<file path="config.mk">
export PLATFORM = sky130hd
export DESIGN_NAME = router_flit_injector
export DESIGN_NICKNAME = d
export VERILOG_FILES = /design/src/rtl/noc_flit_pkg.sv /design/src/rtl/noc_credit_counter.sv /design/src/rtl/router_flit_injector.sv
export SDC_FILE = /design/constraint.sdc
export NUM_CORES = 1
export LEC_CHECK = 0
export CAP_MARGIN = 20
export CORE_ASPECT_RATIO = 0.9
export CORE_MARGIN = 5
export CORE_UTILIZATION = 29
export DETAILED_ROUTE_END_ITERATION = 7
export SLEW_MARGIN = 5
export SYNTH_ARGS = -nofsm -noshare
export SYNTH_HDL_FRONTEND = slang
export SYNTH_SLANG_ARGS = --single-unit
</file>
<file path="constraint.sdc">
create_clock -name clk -period 8.05 [get_ports clk]
set_clock_uncertainty 0.1 [all_clocks]
set_input_delay 2.415 -clock clk [delete_from_list [all_inputs] [get_ports clk]]
set_output_delay 2.415 -clock clk [all_outputs]
set_load 0.01 [all_outputs]
</file>
<file path="src/rtl/noc_flit_pkg.sv">
// Shared field map, widths and FSM encoding for the NoC flit channel and
// its 3-bit credit-return interface.
package noc_flit_pkg;

    localparam int CHANNEL_W   = 70;
    localparam int FLOW_CTRL_W = 3;
    localparam int FLIT_DATA_W = 64;
    localparam int MAX_VCS     = 4;

    localparam int FLIT_VALID    = 0;
    localparam int FLIT_HEAD     = 1;
    localparam int FLIT_TAIL     = 2;
    localparam int FLIT_VC_LSB   = 3;
    localparam int FLIT_VC_MSB   = 4;
    localparam int FLIT_RSV      = 5;
    localparam int FLIT_DATA_LSB = 6;
    localparam int FLIT_DATA_MSB = 69;

    // Head-flit fields, given as absolute channel bit positions.
    localparam int HDR_DEST_LSB = 6;
    localparam int HDR_SRC_LSB  = 10;
    localparam int HDR_LEN_LSB  = 14;

    localparam int FC_VALID  = 0;
    localparam int FC_VC_LSB = 1;
    localparam int FC_VC_MSB = 2;

    typedef enum logic [1:0] {
        ST_IDLE,
        ST_HEAD,
        ST_BODY
    } inj_state_e;

endpackage

</file>
<file path="src/rtl/noc_credit_counter.sv">
// Per-VC downstream buffer credit counter; starts full, saturates at BUF_DEPTH
// and pulses overflow when a return arrives with the count already full.
module noc_credit_counter #(
    parameter int BUF_DEPTH = 8
) (
    input  logic clk,
    input  logic reset,
    input  logic inc,
    input  logic dec,
    output logic has_credit,
    output logic overflow
);
    localparam int CW = $clog2(BUF_DEPTH + 1);

    logic [CW-1:0] count_q, count_d;

    always_comb begin
        count_d  = count_q;
        overflow = 1'b0;
        if (inc && !dec) begin
            if (count_q == CW'(BUF_DEPTH)) overflow = 1'b1;
            else                           count_d  = count_q + 1'b1;
        end else if (dec && !inc) begin
            count_d = count_q - 1'b1;
        end
    end

    always_ff @(posedge clk or posedge reset) begin
        if (reset) count_q <= CW'(BUF_DEPTH);
        else       count_q <= count_d;
    end

    assign has_credit = (count_q != '0);

endmodule

</file>
<file path="src/rtl/router_flit_injector.sv">
// NoC network-interface transmitter: turns descriptors plus payload words into
// credit-gated head/body/tail flits. Define FLIT_INJ_PARITY_EN for data parity in bit 5.
module router_flit_injector
    import noc_flit_pkg::*;
#(
    parameter int NUM_VCS   = 4,
    parameter int BUF_DEPTH = 8,
    parameter int LEN_W     = 4
) (
    input  logic                   clk,
    input  logic                   reset,
    input  logic [3:0]             router_address,
    input  logic                   pkt_valid,
    output logic                   pkt_ready,
    input  logic [3:0]             pkt_dest,
    input  logic [1:0]             pkt_vc,
    input  logic [LEN_W-1:0]       pkt_len,
    input  logic                   data_valid,
    output logic                   data_ready,
    input  logic [FLIT_DATA_W-1:0] data,
    output logic [CHANNEL_W-1:0]   channel_out,
    input  logic [FLOW_CTRL_W-1:0] flow_ctrl_in,
    output logic                   error
);
    localparam int DEST_OFS = HDR_DEST_LSB - FLIT_DATA_LSB;
    localparam int SRC_OFS  = HDR_SRC_LSB - FLIT_DATA_LSB;
    localparam int LEN_OFS  = HDR_LEN_LSB - FLIT_DATA_LSB;

    inj_state_e             state_q;
    logic [CHANNEL_W-1:0]   chan_q;
    logic                   error_q;
    logic [3:0]             dest_q;
    logic [1:0]             vc_q;
    logic [LEN_W-1:0]       len_q, rem_q;
    logic [1:0]             vc_sel;
    logic [FLIT_DATA_W-1:0] hdr_payload;
    logic [MAX_VCS-1:0]     has_credit, inc, dec, ovf;
    logic                   send_head, send_body;

    function automatic logic [CHANNEL_W-1:0] make_flit(
        input logic                   head,
        input logic                   tail,
        input logic [1:0]             vc,
        input logic [FLIT_DATA_W-1:0] payload
    );
        logic [CHANNEL_W-1:0] f;
        f = '0;
        f[FLIT_VALID]                  = 1'b1;
        f[FLIT_HEAD]                   = head;
        f[FLIT_TAIL]                   = tail;
        f[FLIT_VC_MSB:FLIT_VC_LSB]     = vc;
        f[FLIT_DATA_MSB:FLIT_DATA_LSB] = payload;
`ifdef FLIT_INJ_PARITY_EN
        f[FLIT_RSV] = ^payload;
`endif
        return f;
    endfunction

    assign vc_sel = 2'(int'(pkt_vc) % NUM_VCS);

    always_comb begin
        hdr_payload                    = '0;
        hdr_payload[DEST_OFS +: 4]     = dest_q;
        hdr_payload[SRC_OFS +: 4]      = router_address;
        hdr_payload[LEN_OFS +: LEN_W]  = len_q;
    end

    // Unused VC slots are tied off so the 2-bit VC can index the vectors directly.
    for (genvar v = 0; v < MAX_VCS; v++) begin : g_vc
        if (v < NUM_VCS) begin : g_cnt
            assign inc[v] = flow_ctrl_in[FC_VALID] &&
                            (flow_ctrl_in[FC_VC_MSB:FC_VC_LSB] == 2'(v));
            assign dec[v] = (send_head || send_body) && (vc_q == 2'(v));
            noc_credit_counter #(.BUF_DEPTH(BUF_DEPTH)) u_cnt (
                .clk        (clk),
                .reset      (reset),
                .inc        (inc[v]),
                .dec        (dec[v]),
                .has_credit (has_credit[v]),
                .overflow   (ovf[v])
            );
        end else begin : g_none
            assign inc[v]        = 1'b0;
            assign dec[v]        = 1'b0;
            assign has_credit[v] = 1'b0;
            assign ovf[v]        = 1'b0;
        end
    end

    assign send_head  = (state_q == ST_HEAD) && has_credit[vc_q];
    assign data_ready = (state_q == ST_BODY) && has_credit[vc_q];
    assign send_body  = data_ready && data_valid;
    assign pkt_ready  = (state_q == ST_IDLE);

    always_ff @(posedge clk or posedge reset) begin
        if (reset) begin
            state_q <= ST_IDLE;
            chan_q  <= '0;
            rem_q   <= '0;
            error_q <= 1'b0;
        end else begin
            chan_q <= '0;
            if (|ovf) error_q <= 1'b1;
            case (state_q)
                ST_IDLE: begin
                    if (pkt_valid) begin
                        rem_q   <= pkt_len;
                        state_q <= ST_HEAD;
                    end
                end
                ST_HEAD: begin
                    if (send_head) begin
                        chan_q  <= make_flit(1'b1, len_q == '0, vc_q, hdr_payload);
                        state_q <= (len_q == '0) ? ST_IDLE : ST_BODY;
                    end
                end
                ST_BODY: begin
                    if (send_body) begin
                        chan_q <= make_flit(1'b0, rem_q == LEN_W'(1), vc_q, data);
                        rem_q  <= rem_q - 1'b1;
                        if (rem_q == LEN_W'(1)) state_q <= ST_IDLE;
                    end
                end
                default: state_q <= ST_IDLE;
            endcase
        end
    end

    // Descriptor fields only matter once a packet is accepted, so they need no reset.
    always_ff @(posedge clk) begin
        if (state_q == ST_IDLE && pkt_valid) begin
            dest_q <= pkt_dest;
            vc_q   <= vc_sel;
            len_q  <= pkt_len;
        end
    end

    assign channel_out = chan_q;
    assign error       = error_q;

endmodule

</file>
# Word level (Yosys, flattened, before mapping)
# Cells that the tools add are included.
dict set report totals {
  register_bits 103
  latch_bits 0
  mem_bits_rw 0
  mem_bits_ro 0
  inputBits 85
  elab_cells 125
  memories 0
}
dict set report op_classes {
  addsub 9
  n_mul 0
  div_mod_pow 0
  order_cmp 1
  eq_ne 21
  shift 0
  muxes 34
  bitwise 0
  n_reduce_logical 49
}
# op count
set ops {}
lappend ops {{$pmux 70 s2} 1}
lappend ops {{$mux 70} 1}
lappend ops {{$mux 4} 14}
lappend ops {{$logic_and 1x1->1} 20}
lappend ops {{$sub 4x1->4 const B} 5}
lappend ops {{$mux 18} 1}
lappend ops {{$add 4x1->4 const B} 4}
lappend ops {{$eq 4x4->1 const B} 4}
lappend ops {{$reduce_bool 4->1} 4}
lappend ops {{$ne 2x2->1 const B} 7}
lappend ops {{$eq 2x2->1 const B} 5}
lappend ops {{$mux 2} 5}
lappend ops {{$reduce_bool 2->1} 5}
lappend ops {{$mux 1} 9}
lappend ops {{$logic_not 1->1} 8}
lappend ops {{$pmux 4 s2} 1}
lappend ops {{$reduce_and 2->1} 4}
lappend ops {{$eq 2x1->1 const B} 3}
lappend ops {{$logic_not 2->1} 3}
lappend ops {{$pmux 2 s3} 1}
lappend ops {{$eq 4x1->1 const B} 1}
lappend ops {{$logic_not 4->1} 1}
lappend ops {{$reduce_and 4->1} 1}
lappend ops {{$reduce_or 4->1} 1}
lappend ops {{other kinds (5)} 5}

# Longest topological paths before layout
dict set report logic_depth {
  depth_word 11
  ltp_mapped 12
  mapped_depth_nobuf 11
}

# By module
# A second synthesis with hierarchy kept.
dict set report hier_totals {
  cells_unflattened 347
  hier_area_um2 4408.0
}
# module instances cells_each area_each_um2
set by_module_without_submodules {}
lappend by_module_without_submodules {router_flit_injector 1 231 3161.8}
lappend by_module_without_submodules {noc_credit_counter 4 29 311.5}

# Least setup slack after synthesis
# No wires, ideal clock.
dict set report synth_timing {
  path_type {input-to-reg}
  from {input data_valid}
  to {register g_vc[1].g_cnt.u_cnt.count_q[3]}
  setup_ps 81
  t_arrival_ps 4614
  required_time_ps 7869
  slack_ps 3255
  path_stages 10
  path_buffers 1
  path_cell_list {clkbuf_1 a21oi_1 nor4_2 nand2b_1 ha_1 a21o_1 a21oi_1 or4b_2 mux2i_1 a21oi_1}
}
dict set report synth_via {
  elab_chain_cells 7
}
# item line
set synth_rtl {}
lappend synth_rtl {{start, declared} router_flit_injector.sv:18} ;# input logic data_valid,
lappend synth_rtl {{$logic_and 1x1->1 (*)} router_flit_injector.sv:92} ;# assign send_body = data_ready && data_valid;
lappend synth_rtl {{$logic_or 1x1->1 (*)} router_flit_injector.sv:73} ;# assign dec[v] = (send_head || send_body) && (vc_q == 2'(v));
lappend synth_rtl {{$logic_and 1x1->1 (*)} router_flit_injector.sv:73}
lappend synth_rtl {{$logic_not 1->1} noc_credit_counter.sv:20} ;# if (inc && !dec) begin
lappend synth_rtl {{$logic_and 1x1->1} noc_credit_counter.sv:20}
lappend synth_rtl {{$ne 2x2->1 (no line) or $reduce_bool 2->1 (tied branches)} n/a}
lappend synth_rtl {{$reduce_and 2->1 (no line)} n/a}
lappend synth_rtl {{end signal, assigned} noc_credit_counter.sv:29} ;# if (reset) count_q <= CW'(BUF_DEPTH);
lappend synth_rtl {{end signal, assigned} noc_credit_counter.sv:30} ;# else count_q <= count_d;
lappend synth_rtl {{end, declared} noc_credit_counter.sv:15} ;# logic [CW-1:0] count_q, count_d;
# Every way passes the cells marked *; elsewhere a longest branch is shown, timed or not.
# A chain may end at the register's enable or synchronous reset.

# Worst setup path after layout
# Ends and elaborated chain as after synthesis.

==> flow_summary.ini <==
[sta]
period_needed_ns = 5.18
rsz0062_at_grt = false
fmax_mhz = 193
fin_tns_setup_ns = 0
relSlewSlack = 0.474
slew_violations = 0
period_share = 0.643
setup-violations-final = 0
tightest_slew_ns = 0.789
hold_viol = 0

[worst_setup_path]
r2r_end = g_vc[1].g_cnt.u_cnt.count_q[3]
cp_common_cell = a21oi_1
ff2ff_setup_slack_ns = 4.50
crit_path_max_incr_delay_ns = 0.68
slowest_stage = clkdlybuf4s50_1
crit_arrival_ns = 5.35
reg2reg_depth = 11
reg2reg_from = state_q[0]
crit_fanout = 10
crit_path_end_kind = register
worstSetupStartpoint = data_valid
worstSetupPathType = in2reg
critPathLaunchType = input port
worstPathRequired_ns = 8.22
endpoint = g_vc[1].g_cnt.u_cnt.count_q[3]
worstPathCellList = clkdlybuf4s50_1 > a21oi_1 > nor4_2 > nand2b_1 > ha_1 > a21o_1 > a21oi_1 > or4b_2 > mux2i_1 > a21oi_1

[drt]
ant_nets = 0
dr.pass1.iters = 4
wl_per_cell_um = 15.3
drt_iter0_markers = 175
drc = 0
wirelength_um = 11300
via_per_inst = 4.55
num_vias = 3372

[cells_and_area]
layout-drive-gt1-share = 0.0816
fillCellCount = 1429
nets = 636
synthToLayoutAreaGrowth_pct = 46.2
antennaDiodeCount = 0

[power_and_ir_drop]
total_power_mw = 1.79
p_leak_nw = 2.79
irDropWorstVdd_mv = 0.146
p_per_area_mw_per_mm2 = 274

[logic_synthesis]
synthTopCellsByArea = dfrtp_1, and2_1, edfxtp_1
synth_top_flop_cell = dfrtp_1
synth_warnings = 0
yosysTopAreaCellShare = 0.492
yosysUniqueCellTypes = 57
synth_fp_nets = 485
ys_seq_elements = 102
ys_seq_area_frac = 0.582
synthCells = 383
yosys.area.top_type = dfrtp_1
synth-edff-count = 10
syn_area_mm2 = 0.00448
ys_async_sr_fraction = 0.902
syn_avg_cell_area_um2 = 11.7

[cts]
cts_tree = yes
cts_root_buffer = clkbuf_16
h-tree-depth = 3
holdBufCountCts = 0
ctsResizeCount = 0
cts_buffers = 9
clk_pin_slew_ns = 0.07
cts_buffer_depth = 2
cts_sinks = 102
insertion_delay_ns = 0.35
post_cts_buffers = 0

[global_route]
antenna_found_initial = 0
grt_pass1_wl_um = 18400
grt_pass1_vias = 3502
overflow = 0
grt.total_usage = 0.128
grt_max_degree = 69

[die]
std_cell_rows = 43
start_util = 0.293
core_area_mm2 = 0.0153
io_pins = 158
fp.dieH_um = 128
die-area_mm2 = 0.0180
die_w_um = 141

[run_status]
status = finished clean

[placed_design]
hpwlAfterDp_um = 8370
portBuffers = 156
gp_congestion = 0.812

[hold_path]
min_path_type = reg2reg

[run]
max_cap_violations = 0
## flip-flops by register name, indices dropped and copies added (netlist names)
register                  flops
channel_out                  69
g_vc.g_cnt.u_cnt.count_q     16
dest_q                        4
len_q                         4
rem_q                         4
state_q                       2
vc_q                          2
error                         1
## worst max-delay path: cells and delay by family
| kind | cells | cell delay, ns |
|---|---|---|
| AO/OA/AOI/OAI | 4 | 0.44 |
| adder cells (fa/ha/maj) | 1 | 0.17 |
| buffers and inverters | 1 | 0.68 |
| multiplexers | 1 | 0.15 |
| AND/OR/NAND/NOR | 3 | 1.51 |
## layer usage
metal / track usage / wire, µm / share of wire / vias up
met4: 0.0416 / 123 / 0.011 / 0
met1: 0.172 / 5110 / 0.45 / 1605
met5: 0 / 0 / 0 / -
met3: 0.0347 / 811 / 0.072 / 12
li1: - / - / - / 1635
met2: 0.203 / 5260 / 0.47 / 120
## synth_stat cells, drive strengths merged, types with 5 or more instances
cell / number
a22o: 13
ha: 13
a21oi: 16
buf: 5
edfxtp: 10
o21ai: 6
and2: 56
inv: 13
nand3: 11
nor3: 9
nand2: 25
nor2: 11
mux2i: 5
nor3b: 9
dfrtp: 88
or3: 9
clkbuf: 14
nor4: 5
## layout by cell type (no fill, tap or decap), types with 4 or more instances in the layout
cell / count
o211ai_1: 4
and3_1: 4
nand2_1: 25
ha_1: 13
o21ai_0: 6
nand3_1: 11
nor2_1: 11
clkdlybuf4s50_1: 156
nor3_1: 8
dfstp_2: 4
or3_1: 7
fa_1: 4
inv_1: 12
edfxtp_1: 10
a21oi_1: 16
or2_2: 4
clkbuf_16: 9
mux2_2: 4
nor3b_1: 9
and2_1: 56
a22o_1: 13
xor2_1: 4
mux2i_1: 5
dfrtp_1: 88
## cell type report
class                           count  area [µm²]  area share
Clock inverter                      6        65.1     0.00994
Multi-Input combinational cell    249        1740       0.265
Clock buffer                       10         239      0.0365
Inverter                           13        50.0     0.00764
Tap cell                          202         253      0.0386
Sequential cell                   102        2610       0.398
Timing Repair Buffer              159        1600       0.244
## report_power, final
| part | switching, mW | internal (mW) |
|---|---|---|
| registers | 0.0900 | 0.641 |
| clock network | 0.207 | 0.228 |
| logic | 0.304 | 0.322 |
| total | 0.601 | 1.19 |
## worst min-delay path by stage
stage,from,to,slack [ns],cells after the start
6_report,dest_q[1],channel_out[7],0.37,1
4_1_cts,dest_q[1],channel_out[7],0.38,1
3_5_place_dp,dest_q[1],channel_out[7],0.36,1
5_1_grt,error,error,0.39,1
3_3_place_gp,dest_q[2],channel_out[8],0.35,1
2_1_floorplan,dest_q[2],channel_out[8],0.34,1
## metrics by stage
stage | worst slack [ns] | util | hold WS, ns | cell area, µm² | cells
finish | 2.87 | 0.429 | 0.374 | 6550 | 741
global route | 2.69 | 0.429 | 0.391 | 6550 | 741
CTS | 2.91 | 0.427 | 0.375 | 6530 | 740
detailed placement | 2.53 | 0.407 | 0.359 | 6220 | 724
global placement | 2.63 | 0.407 | 0.349 | 6220 | 724
floorplan | 3.15 | - | 0.343 | 4480 | 383
## cells by family (layout without fill, tap and decap cells)
family / Yosys count / count (layout) / synth area share
other cells: 1 / 1 / 0.000837
xor+xnor: 7 / 7 / 0.0137
compound gates: 61 / 61 / 0.0970
buf+inv: 32 / 188 / 0.0299
simple gates: 154 / 154 / 0.201
flops: 102 / 102 / 0.582
fa+ha+maj: 17 / 17 / 0.0542
mux: 9 / 9 / 0.0212
(Power assumes the default switching activity.)
